### src/rtl/saes_pkg.sv
// Shared S-AES definitions: nibble S-boxes, key-schedule round constants,
// FSM state encoding and GF(2^4) multiply (modulus x^4+x+1).
package saes_pkg;

  localparam logic [3:0] SBOX [16] = '{
    4'h9, 4'h4, 4'hA, 4'hB, 4'hD, 4'h1, 4'h8, 4'h5,
    4'h6, 4'h2, 4'h0, 4'h3, 4'hC, 4'hE, 4'hF, 4'h7
  };

  localparam logic [3:0] INV_SBOX [16] = '{
    4'hA, 4'h5, 4'h9, 4'hB, 4'h1, 4'h7, 4'h8, 4'hF,
    4'h6, 4'h0, 4'h2, 4'h3, 4'hC, 4'h4, 4'hD, 4'hE
  };

  localparam logic [7:0] RCON1 = 8'h80;
  localparam logic [7:0] RCON2 = 8'h30;

  typedef enum logic [2:0] {
    ST_IDLE = 3'd0,
    ST_KEY  = 3'd1,
    ST_R0   = 3'd2,
    ST_R1   = 3'd3,
    ST_R2   = 3'd4,
    ST_DONE = 3'd5
  } saes_state_e;

  // Shift-and-add multiply; an overflowing shift folds back with x+1 (4'h3).
  function automatic logic [3:0] gf_mul(input logic [3:0] a, input logic [3:0] b);
    logic [3:0] acc;
    logic [3:0] sh;
    acc = '0;
    sh  = a;
    for (int i = 0; i < 4; i++) begin
      if (b[i]) acc = acc ^ sh;
      sh = sh[3] ? ({sh[2:0], 1'b0} ^ 4'h3) : {sh[2:0], 1'b0};
    end
    return acc;
  endfunction

endpackage

### src/rtl/saes_key_expand.sv
// Combinational S-AES key schedule: K0 -> round keys K1 (w2w3) and K2 (w4w5).
// Shared with the encryptor, so it holds no state.
module saes_key_expand
  import saes_pkg::*;
(
  input  logic [15:0] key,
  output logic [15:0] k1,
  output logic [15:0] k2
);

  logic [7:0] w0, w1, w2, w3, w4, w5;

  // RotNib swaps the two nibbles, SubNib then substitutes each one.
  function automatic logic [7:0] sub_rot(input logic [7:0] w);
    return {SBOX[w[3:0]], SBOX[w[7:4]]};
  endfunction

  assign w0 = key[15:8];
  assign w1 = key[7:0];
  assign w2 = w0 ^ RCON1 ^ sub_rot(w1);
  assign w3 = w2 ^ w1;
  assign w4 = w2 ^ RCON2 ^ sub_rot(w3);
  assign w5 = w4 ^ w3;

  assign k1 = {w2, w3};
  assign k2 = {w4, w5};

endmodule

### src/rtl/saes_decryptor.sv
// Multi-cycle S-AES decryptor with valid/ready handshakes on both sides.
// Optional SAES_DEC_KEY_CACHE_EN reuses the previous round keys when the key repeats.
module saes_decryptor
  import saes_pkg::*;
(
  input  logic        clk,
  input  logic        rst,
  input  logic        in_valid,
  output logic        in_ready,
  input  logic [15:0] cipher_text,
  input  logic [15:0] key,
  output logic        out_valid,
  input  logic        out_ready,
  output logic [15:0] plain_text
);

  saes_state_e fsm_q, fsm_d;
  logic [15:0] ct_q, ct_d;
  logic [15:0] key_q, key_d;
  logic [15:0] k1_q, k1_d;
  logic [15:0] k2_q, k2_d;
  logic [15:0] st_q, st_d;
  logic [15:0] pt_q, pt_d;
  logic        out_valid_q, out_valid_d;
  logic [15:0] k1_w, k2_w;
`ifdef SAES_DEC_KEY_CACHE_EN
  logic [15:0] cache_key_q, cache_key_d;
  logic        cache_valid_q, cache_valid_d;
`endif

  saes_key_expand u_key_expand (
    .key (key_q),
    .k1  (k1_w),
    .k2  (k2_w)
  );

  // Nibble 0 is [15:12]; columns are {n0,n1} and {n2,n3}, so row 1 is {n1,n3}.
  function automatic logic [15:0] inv_shift_rows(input logic [15:0] s);
    return {s[15:12], s[3:0], s[7:4], s[11:8]};
  endfunction

  function automatic logic [15:0] inv_sub_nibs(input logic [15:0] s);
    return {INV_SBOX[s[15:12]], INV_SBOX[s[11:8]], INV_SBOX[s[7:4]], INV_SBOX[s[3:0]]};
  endfunction

  function automatic logic [15:0] inv_mix_cols(input logic [15:0] s);
    return {gf_mul(4'h9, s[15:12]) ^ gf_mul(4'h2, s[11:8]),
            gf_mul(4'h2, s[15:12]) ^ gf_mul(4'h9, s[11:8]),
            gf_mul(4'h9, s[7:4])   ^ gf_mul(4'h2, s[3:0]),
            gf_mul(4'h2, s[7:4])   ^ gf_mul(4'h9, s[3:0])};
  endfunction

  always_comb begin
    fsm_d       = fsm_q;
    ct_d        = ct_q;
    key_d       = key_q;
    k1_d        = k1_q;
    k2_d        = k2_q;
    st_d        = st_q;
    pt_d        = pt_q;
    out_valid_d = out_valid_q;
`ifdef SAES_DEC_KEY_CACHE_EN
    cache_key_d   = cache_key_q;
    cache_valid_d = cache_valid_q;
`endif
    case (fsm_q)
      ST_IDLE: begin
        if (in_valid) begin
          ct_d  = cipher_text;
          key_d = key;
          fsm_d = ST_KEY;
`ifdef SAES_DEC_KEY_CACHE_EN
          if (cache_valid_q && (key == cache_key_q)) fsm_d = ST_R0;
`endif
        end
      end
      ST_KEY: begin
        k1_d  = k1_w;
        k2_d  = k2_w;
`ifdef SAES_DEC_KEY_CACHE_EN
        cache_key_d   = key_q;
        cache_valid_d = 1'b1;
`endif
        fsm_d = ST_R0;
      end
      ST_R0: begin
        st_d  = ct_q ^ k2_q;
        fsm_d = ST_R1;
      end
      ST_R1: begin
        st_d  = inv_mix_cols(inv_sub_nibs(inv_shift_rows(st_q)) ^ k1_q);
        fsm_d = ST_R2;
      end
      ST_R2: begin
        st_d  = inv_sub_nibs(inv_shift_rows(st_q)) ^ key_q;
        fsm_d = ST_DONE;
      end
      ST_DONE: begin
        // First DONE cycle loads the output register; it then holds until consumed.
        if (!out_valid_q) begin
          pt_d        = st_q;
          out_valid_d = 1'b1;
        end else if (out_ready) begin
          out_valid_d = 1'b0;
          fsm_d       = ST_IDLE;
        end
      end
      default: fsm_d = ST_IDLE;
    endcase
  end

  always_ff @(posedge clk) begin
    if (rst) begin
      fsm_q       <= ST_IDLE;
      ct_q        <= '0;
      key_q       <= '0;
      k1_q        <= '0;
      k2_q        <= '0;
      st_q        <= '0;
      pt_q        <= '0;
      out_valid_q <= 1'b0;
`ifdef SAES_DEC_KEY_CACHE_EN
      cache_key_q   <= '0;
      cache_valid_q <= 1'b0;
`endif
    end else begin
      fsm_q       <= fsm_d;
      ct_q        <= ct_d;
      key_q       <= key_d;
      k1_q        <= k1_d;
      k2_q        <= k2_d;
      st_q        <= st_d;
      pt_q        <= pt_d;
      out_valid_q <= out_valid_d;
`ifdef SAES_DEC_KEY_CACHE_EN
      cache_key_q   <= cache_key_d;
      cache_valid_q <= cache_valid_d;
`endif
    end
  end

  assign in_ready   = (fsm_q == ST_IDLE);
  assign out_valid  = out_valid_q;
  assign plain_text = pt_q;

endmodule
### config.mk
export PLATFORM = sky130hd
export DESIGN_NAME = saes_decryptor
export DESIGN_NICKNAME = d
export VERILOG_FILES = /design/src/rtl/saes_pkg.sv /design/src/rtl/saes_key_expand.sv /design/src/rtl/saes_decryptor.sv
export SDC_FILE = /design/constraint.sdc
export NUM_CORES = 1
export LEC_CHECK = 0
export BUFFER_PORTS_ARGS = -buffer_cell sky130_fd_sc_hd__buf_2
export CAP_MARGIN = 20
export CORE_UTILIZATION = 30
export CTS_CLUSTER_SIZE = 30
export DETAILED_ROUTE_END_ITERATION = 8
export PLACE_DENSITY_LB_ADDON = 0.05
export SYNTH_ARGS = -nofsm -noshare
export SYNTH_HDL_FRONTEND = slang
export SYNTH_SLANG_ARGS = --single-unit
### constraint.sdc
create_clock -name clk -period 4.1 [get_ports clk]
set_clock_uncertainty 0.2 [all_clocks]
set_input_delay 0.82 -clock clk [delete_from_list [all_inputs] [get_ports clk]]
set_output_delay 0.82 -clock clk [all_outputs]
set_load 0.03 [all_outputs]
==> impl_metrics.env, run 1 <==
export IMPL_status="completed"
export IMPL_wirelength_mm=17.4
export IMPL_regToRegSetupSlack_ns=0.69
export IMPL_grt_max_degree=79
export IMPL_dpl_hpwl_mm=13.3
export IMPL_finalSetupTns_ns=0
export IMPL_synth_top_area_cell="dfxtp_1"
export IMPL_crit_cells=10
export IMPL_placed_area_mm2=0.00662
export IMPL_ys_seq_elements=100
export IMPL_fin_crit_ns=3.41
export IMPL_io_pins=54
export IMPL_worstSetupPathType="register to register"
export IMPL_yosysSeqAreaShare=0.323
export IMPL_relSlewSlack=0.363
export IMPL_fillers=2111
export IMPL_postSynthAreaPerCell_um2=8.21
export IMPL_ant_nets=0
export IMPL_die_w_um=146
export IMPL_grt_pass1_wl_mm=28.2
export IMPL_vias_per_cell=4.80
export IMPL_clk_latency_ns=0.36
export IMPL_hold_buffers=0
export IMPL_mostFrequentLayoutCells="nand2_1, dfxtp_1, xnor2_1"
export IMPL_crit_end="k2_q[2]$_SDFFE_PP0P_"
export IMPL_htree_num_levels=3
export IMPL_fin_util=0.346
export IMPL_row_count=52
export IMPL_slowest_stage="dfxtp_1"
export IMPL_fmax_ghz=0.293
export IMPL_final_area_mm2=0.00700
export IMPL_cts_clk_slew_worst_paths_ns=0.08
export IMPL_firstDrtPassIters=4
export IMPL_post_route_period_util=0.833
export IMPL_cts_root_buffer="clkbuf_16"
export IMPL_final_cells=1048
export IMPL_postCtsSetupBuffers=0
export IMPL_drt_iter0_markers=251
export IMPL_critPathArrivalTime_ns=3.46
export IMPL_die_area_mm2=0.0213
export IMPL_syn_num_nets=831
export IMPL_cts_inserted_buffers=9
export IMPL_worst_setup_path_start_kind="register"
export IMPL_slowest_delay_ns=0.54
export IMPL_crit_chain="inv_1 -> ha_1 -> mux4_2 -> xnor2_2 -> inv_1 -> ha_1 -> a21boi_0 -> nor3_2 -> nor2_1 -> a2111oi_1"
export IMPL_nets=848
export IMPL_synth_cell_types=59
export IMPL_grt_ovfl_total=0
export IMPL_grt_usage=0.172
export IMPL_syn_area_mm2=0.00621
export IMPL_crit_fanout=9
export IMPL_vdd_ir_drop_max_v=0.000222
export IMPL_cts_resized_gates=0
export IMPL_gp_congestion=0.800
export IMPL_layout_drive_gt1_share=0.139
export IMPL_diodes=0
export IMPL_hold_viol_final=0
export IMPL_clock_path_buffers=2
export IMPL_grt_pass1_vias=4836
export IMPL_synthTopCellsByArea="dfxtp_1, xnor2_1, nand2_1, ha_1, a21oi_1"
export IMPL_cp_startpoint="key_q[0]$_SDFFE_PP0P_"
export IMPL_drv_slew=0
export IMPL_dp_cells=1029
export IMPL_hp_class="register to register"
export IMPL_synth_top_area_frac=0.323
export IMPL_start_util=0.307
export IMPL_setup_violations_final=0
export IMPL_holdPathStages=2
export IMPL_max_cap_viol_count=0
export IMPL_synth_edf_count=0
export IMPL_cp_end_kind="register"
export IMPL_core_mm2=0.0202
export IMPL_yosys_warnings=0
export IMPL_syn_to_final_growth_pct=12.8
export IMPL_die_h_um=146
export IMPL_syn_instance_count=756
export IMPL_worstPathRequired_ns=4.14
export IMPL_io_buffers=53
export IMPL_worstReg2RegStart="key_q[0]$_SDFFE_PP0P_"
export IMPL_worst_slew_pin_slew_ns=0.948
export IMPL_final_common_cell="nand2_1"
export IMPL_numClockSinks=100
export IMPL_postSynth_asyncResetShare=0
export IMPL_wire_per_inst_um=16.6
export IMPL_rsz0062_at_grt="no"
export IMPL_drc=0
export IMPL_crit_buf_inv=2
export IMPL_antenna_found_initial=0
export IMPL_p_per_area_mw_per_mm2=563
export IMPL_cp_top_family="adder cells"
export IMPL_via_count=5031
export IMPL_r2r_end="k2_q[2]$_SDFFE_PP0P_"
export IMPL_ys_flop_type="dfxtp_1"
export IMPL_total_power_w=0.00394
export IMPL_p_leak_nw=2.63
export IMPL_cts_tree="done"
export IMPL_rr_worst_depth=10
==> stage by stage <==
step,hold WS [ns],setup slack [ns]
floorplan,0.248,1.02
global placement,0.239,0.825
detailed placement,0.244,0.654
CTS,0.254,0.624
global route,0.266,0.424
finish,0.251,0.686
==> final cells by class <==
type                    count  area, um^2  area share
multi-input cells         575        3880       0.554
flip-flops and latches    100        2000       0.286
repair buffers             60         358      0.0511
well taps                 270         338      0.0482
clock buffers              10         229      0.0327
inverters                  27         101      0.0145
clock inverters             6        96.3      0.0138
==> cells by family (layout without fill, tap and decap cells) <==
| family | after synthesis | after routing | share of synthesized area |
|---|---|---|---|
| fa+ha+maj | 39 | 39 | 0.0786 |
| buf+inv | 81 | 103 | 0.0526 |
| xor+xnor | 105 | 105 | 0.155 |
| simple gates | 269 | 269 | 0.192 |
| compound gates | 143 | 143 | 0.153 |
| mux | 19 | 19 | 0.0458 |
| flops | 100 | 100 | 0.323 |
==> how the worst min path moves through the flow <==
stage | from | endpoint | slack (ns)
floorplan | k1_q[2]$_SDFFE_PP0P_ | k1_q[2]$_SDFFE_PP0P_ | 0.25
global placement | plain_text[11]$_SDFFE_PP0P_ | plain_text[11]$_SDFFE_PP0P_ | 0.24
detailed placement | plain_text[11]$_SDFFE_PP0P_ | plain_text[11]$_SDFFE_PP0P_ | 0.24
CTS | plain_text[11]$_SDFFE_PP0P_ | plain_text[11]$_SDFFE_PP0P_ | 0.25
global route | plain_text[10]$_SDFFE_PP0P_ | plain_text[10]$_SDFFE_PP0P_ | 0.27
finish | plain_text[11]$_SDFFE_PP0P_ | plain_text[11]$_SDFFE_PP0P_ | 0.25
==> worst register-to-register path, stage by stage (launching register included) <==
cell	delay, ns
dfxtp_1	0.54
inv_1	0.17
ha_1	0.34
mux4_2	0.52
xnor2_2	0.26
inv_1	0.13
ha_1	0.31
a21boi_0	0.10
nor3_2	0.29
nor2_1	0.08
a2111oi_1	0.37
==> flip-flops by register name, summed over array words and instances, names as in the netlist <==
name        flops
ct_q           16
k1_q           16
k2_q           16
key_q          16
plain_text     16
st_q           16
fsm_q           3
out_valid       1
==> routing by layer <==
| layer | vias up | GRT usage | wire, um |
|---|---|---|---|
| li1 | 2569 | - | - |
| met1 | 2358 | 0.234 | 8310 |
| met2 | 84 | 0.276 | 8090 |
| met3 | 20 | 0.0345 | 755 |
| met4 | 0 | 0.0442 | 300 |
| met5 | - | 0 | 0 |
==> power breakdown <==
part | leakage [nW] | total (W) | internal [W] | switching [W]
registers | 0.817 | 0.00128 | 0.00109 | 0.000188
clock network | 0.155 | 0.000968 | 0.000544 | 0.000424
logic | 1.66 | 0.00169 | 0.000717 | 0.000977
total | 2.63 | 0.00394 | 0.00235 | 0.00159
==> synth_stat cells, types with 6 or more instances <==
cell        n
clkbuf_1   44
a22oi_1    15
nand3b_1    9
nor2_1     61
xnor2_1    72
dfxtp_1   100
inv_1      27
a21oi_1    61
o21ai_0    22
nand2_1   133
mux4_2      6
ha_1       39
a211oi_1   14
nor3_1     29
mux2i_1     7
xor2_1     27
Note: power is estimated with default switching activity, not from simulation.
==> inputs of run 2 (changes only) <==
Clock period 4.1 ns to 3.5 ns, I/O delays scaled along.
==> run 2 against run 1 <==
  * First-iteration DRC count fell by 18%
  * Sequential share of layout area fell by 0.17 points
  * Final cell count increased by 0.95%
  * Sequential cell count is the same
  * Global-route usage is essentially flat
  * Combinational power increased by 18%
  * Maximum frequency grew 7.7%
  * Design area up 0.61%
==> impl_metrics.env, run 2 (synthesized netlist as in run 1, its figures left out) <==
export IMPL_final_common_cell="nand2_1"
export IMPL_netSwitchingFraction=0.402
export IMPL_diodes=0
export IMPL_die_h_um=146
export IMPL_worst_slew_pin_slew_ns=0.884
export IMPL_wire_per_inst_um=16.5
export IMPL_fillers=2146
export IMPL_critPathArrivalTime_ns=3.24
export IMPL_die_w_um=146
export IMPL_gp_congestion=0.808
export IMPL_cts_tree="done"
export IMPL_cts_inserted_buffers=9
export IMPL_worstPathRequired_ns=3.56
export IMPL_dpl_hpwl_mm=13.4
export IMPL_drc=0
export IMPL_drv_slew=0
export IMPL_finalSetupTns_ns=0
export IMPL_row_count=52
export IMPL_grt_max_degree=51
export IMPL_max_cap_viol_count=0
export IMPL_rsz0062_at_grt="no"
export IMPL_grt_pass1_wl_mm=27.8
export IMPL_wirelength_mm=17.5
export IMPL_cts_clk_slew_worst_paths_ns=0.08
export IMPL_post_route_period_util=0.906
export IMPL_layout_drive_gt1_share=0.151
export IMPL_start_util=0.307
export IMPL_total_power_w=0.00454
export IMPL_clkPwrFrac=0.234
export IMPL_internal_power_w=0.00271
export IMPL_antenna_found_initial=0
export IMPL_ant_nets=0
export IMPL_grt_usage=0.172
export IMPL_via_count=5048
export IMPL_pwr_share_seq=0.326
export IMPL_p_per_area_mw_per_mm2=644
export IMPL_worstSetupPathType="register to register"
export IMPL_final_cells=1058
export IMPL_clock_path_buffers=2
export IMPL_firstDrtPassIters=5
export IMPL_switching_power_w=0.00183
export IMPL_p_leak_nw=2.67
export IMPL_relSlewSlack=0.407
export IMPL_hold_viol_final=0
export IMPL_mostFrequentLayoutCells="nand2_1, dfxtp_1, xnor2_1"
export IMPL_io_pins=54
export IMPL_cts_resized_gates=0
export IMPL_status="completed"
export IMPL_grt_ovfl_total=0
export IMPL_htree_num_levels=3
export IMPL_io_buffers=53
export IMPL_nets=858
export IMPL_cp_end_kind="register"
export IMPL_vdd_ir_drop_max_v=0.000248
export IMPL_fmax_ghz=0.315
export IMPL_hold_buffers=0
export IMPL_crit_fanout=8
export IMPL_setup_violations_final=0
export IMPL_drt_iter0_markers=206
export IMPL_worst_setup_path_start_kind="register"
export IMPL_holdWs_ns=0.253
export IMPL_core_mm2=0.0202
export IMPL_numClockSinks=100
export IMPL_vias_per_cell=4.77
export IMPL_die_area_mm2=0.0213
export IMPL_grt_pass1_vias=4830
export IMPL_cts_root_buffer="clkbuf_16"
export IMPL_pwr_share_comb=0.440
export IMPL_fin_crit_ns=3.17
export IMPL_hp_class="register to register"
export IMPL_dp_cells=1041
export IMPL_clk_latency_ns=0.36
export IMPL_syn_to_final_growth_pct=13.5
export IMPL_postCtsSetupBuffers=0
-- run 2: cell types whose count changed in the layout (fill, tap and decap cells not counted) --
cell        previous run  this run
inv_8                  1         0
bufinv_16              2         1
clkbuf_16             10         9
clkbuf_1               1         0
clkinv_4               1         2
clkinvlp_4             1         2
clkbuf_8               0         1
buf_4                  6        17
-- run 2: final timing paths --
check                                to  slack (ns)                        from  cells past startpoint
max                k2_q[6]$_SDFFE_PP0P_        0.33       key_q[4]$_SDFFE_PP0P_                      8
min          plain_text[8]$_SDFFE_PP0P_        0.25  plain_text[8]$_SDFFE_PP0P_                      2
max reg2reg        k2_q[6]$_SDFFE_PP0P_        0.33       key_q[4]$_SDFFE_PP0P_                      8
min reg2reg  plain_text[8]$_SDFFE_PP0P_        0.25  plain_text[8]$_SDFFE_PP0P_                      2
-- run 2: area by class of cell --
cell class                 count  area [um^2]  share of cell area
timing repair buffer          70          415              0.0590
inverter                      27          101              0.0144
sequential                   100         2000               0.284
clock buffer                  10          239              0.0339
multi-input combinational    575         3880               0.550
tap                          270          338              0.0480
clock inverter                 6         71.3              0.0101
-- run 2: layer usage --
metal,part of all wire,global-route usage,vias up
met2,0.48,0.283,73
met5,0,0,-
met1,0.47,0.227,2368
met3,0.036,0.0310,16
met4,0.017,0.0511,0
li1,-,-,2591
-- run 2: metrics by stage --
| stage | setup slack (ns) | util | cell area, um^2 |
|---|---|---|---|
| after floorplan | 0.421 | - | 6210 |
| after global routing | 0.130 | 0.348 | 7040 |
| final | 0.329 | 0.348 | 7040 |
| after CTS | 0.300 | 0.347 | 7020 |
| after detailed placement | 0.313 | 0.331 | 6710 |
| after global placement | 0.397 | 0.331 | 6710 |
-- run 2: power by group through the flow --
stage | sequential [W] | clock, W | combinational (W)
detailed placement | 0.00151 | 0 | 0.00200
global placement | 0.00151 | 0 | 0.00199
finish | 0.00148 | 0.00106 | 0.00200
global route | 0.00151 | 0.00115 | 0.00221
floorplan | 0.00140 | 0 | 0.00161
CTS | 0.00149 | 0.00111 | 0.00201
-- run 2: worst max-delay path, cell delays in order (launching register included) --
cell and delay (ns):
dfxtp_1 0.49, inv_1 0.17, ha_1 0.34, mux4_2 0.55
xor2_2 0.33, o21bai_1 0.14, a221oi_2 0.43, nor2_1 0.10
a2111oi_2 0.32
==> inputs of run 3 (changes only) <==
Settings changed: RECOVER_POWER from default to 100.
==> run 3 against run 2 <==
  * Final cell count did not move
  * Register-to-register slack about the same
  * Via count fell by 0.44%
  * Maximum frequency about the same
  * Sequential power barely moved
  * Sequential share of layout area is 0.35 points higher
  * Clock power barely moved
  * Non-clock buffer count is the same
  * Wire length up 0.37%
  * Critical path type unchanged
==> impl_metrics.env, run 3 (synthesized netlist as in run 1, its figures left out) <==
export IMPL_status="completed"
export IMPL_final_area_mm2=0.00696
export IMPL_dpl_hpwl_mm=13.4
export IMPL_postCtsSetupBuffers=0
export IMPL_fin_crit_ns=3.17
export IMPL_hold_buffers=0
export IMPL_numClockSinks=100
export IMPL_cp_top_family="compound AO/OA/AOI/OAI gates"
export IMPL_drc=0
export IMPL_setup_ws_ns=0.330
export IMPL_crit_chain="inv_1 -> ha_1 -> mux4_2 -> xor2_2 -> o21bai_1 -> a221oi_2 -> nor2_1 -> a2111oi_0"
export IMPL_layout_drive_gt1_share=0.118
export IMPL_post_route_period_util=0.906
export IMPL_p_leak_nw=2.55
export IMPL_cts_tree="done"
export IMPL_antenna_found_initial=0
export IMPL_htree_num_levels=3
export IMPL_firstDrtPassIters=4
export IMPL_pre_cts_slack_ns=0.313
export IMPL_worstSetupPathType="register to register"
export IMPL_die_h_um=146
export IMPL_fillers=2168
export IMPL_slowest_delay_ns=0.55
export IMPL_diodes=0
export IMPL_hold_viol_final=0
export IMPL_relSlewSlack=0.205
export IMPL_crit_fanout=8
export IMPL_start_util=0.307
export IMPL_wire_per_inst_um=16.6
export IMPL_hp_class="register to register"
export IMPL_die_area_mm2=0.0213
export IMPL_grt_usage=0.172
export IMPL_cp_end_kind="register"
export IMPL_clock_path_buffers=2
export IMPL_mostFrequentLayoutCells="nand2_1, dfxtp_1, xnor2_1"
export IMPL_placed_area_mm2=0.00671
export IMPL_die_w_um=146
export IMPL_ant_nets=0
export IMPL_fmax_ghz=0.315
export IMPL_finalSetupTns_ns=0
export IMPL_vias_per_cell=4.75
export IMPL_row_count=52
export IMPL_clk_latency_ns=0.36
export IMPL_cts_inserted_buffers=9
export IMPL_worst_slew_pin_slew_ns=1.19
export IMPL_drv_slew=0
export IMPL_critPathArrivalTime_ns=3.21
export IMPL_gp_congestion=0.808
export IMPL_crit_buf_inv=1
export IMPL_wirelength_mm=17.6
export IMPL_cts_resized_gates=0
export IMPL_worst_setup_path_start_kind="register"
export IMPL_grt_pass1_vias=4830
export IMPL_setup_violations_final=0
export IMPL_rsz0062_at_grt="no"
export IMPL_nets=858
export IMPL_grt_pass1_wl_mm=27.8
export IMPL_via_count=5026
export IMPL_drt_iter0_markers=222
export IMPL_cts_clk_slew_worst_paths_ns=0.08
export IMPL_core_mm2=0.0202
export IMPL_grt_max_degree=51
export IMPL_vdd_ir_drop_max_v=0.000241
export IMPL_io_pins=54
export IMPL_syn_to_final_growth_pct=12.1
export IMPL_final_common_cell="nand2_1"
export IMPL_worstPathRequired_ns=3.54
export IMPL_slowest_stage="mux4_2"
export IMPL_p_per_area_mw_per_mm2=648
export IMPL_cts_root_buffer="clkbuf_16"
export IMPL_grt_ovfl_total=0
export IMPL_max_cap_viol_count=0
export IMPL_io_buffers=53
==> run 3: cell types whose count changed in the layout (fill, tap and decap cells not counted), sizes merged <==
| cell | change |
|---|---|
| clkbuf | +24 |
| buf | -24 |
==> run 3: final cells by class <==
type                            count  area [um^2]  area share
Clock inverter                      6         71.3      0.0102
Timing Repair Buffer               70          353      0.0507
Tap cell                          270          338      0.0485
Inverter                           27          101      0.0146
Sequential cell                   100         2000       0.288
Clock buffer                       10          239      0.0343
Multi-Input combinational cell    575         3850       0.554
==> run 3: worst paths after layout <==
kind | from | endpoint | slack (ns) | cells after the start
setup / recovery | key_q[4]$_SDFFE_PP0P_ | k2_q[6]$_SDFFE_PP0P_ | 0.33 | 8
hold / removal | plain_text[8]$_SDFFE_PP0P_ | plain_text[8]$_SDFFE_PP0P_ | 0.26 | 2
setup reg to reg | key_q[4]$_SDFFE_PP0P_ | k2_q[6]$_SDFFE_PP0P_ | 0.33 | 8
hold reg to reg | plain_text[8]$_SDFFE_PP0P_ | plain_text[8]$_SDFFE_PP0P_ | 0.26 | 2
==> run 3: metrics by stage <==
stage | total power (W) | util | hold WS [ns] | std cells
2_1_floorplan | 0.00301 | - | 0.248 | 756
3_3_place_gp | 0.00350 | 0.331 | 0.240 | 1041
3_5_place_dp | 0.00351 | 0.331 | 0.247 | 1041
4_1_cts | 0.00460 | 0.347 | 0.257 | 1057
5_1_grt | 0.00483 | 0.344 | 0.272 | 1058
6_report | 0.00451 | 0.344 | 0.255 | 1058
==> run 3: worst reg2reg max path, delay by kind of cell, from the launching register on <==
family,cells,cell delay [ns]
simple gates,1,0.08
fa+ha+maj,1,0.34
buf+inv,1,0.17
flops,1,0.49
compound gates,3,0.89
mux,1,0.55
xor+xnor,1,0.33
==> run 3: report_power, final <==
part	internal (W)	leakage, nW	total (W)	switching, W
Clock	0.000580	0.145	0.00107	0.000486
Sequential	0.00128	0.817	0.00148	0.000204
Combinational	0.000830	1.59	0.00196	0.00113
==> run 3: per-layer routing <==
layer	GRT usage	routed length, um	vias up	part of all wire
met3	0.0310	536	15	0.031
met5	0	0	-	0
met1	0.227	8410	2356	0.48
li1	-	-	2586	-
met2	0.283	8310	69	0.47
met4	0.0511	298	0	0.017
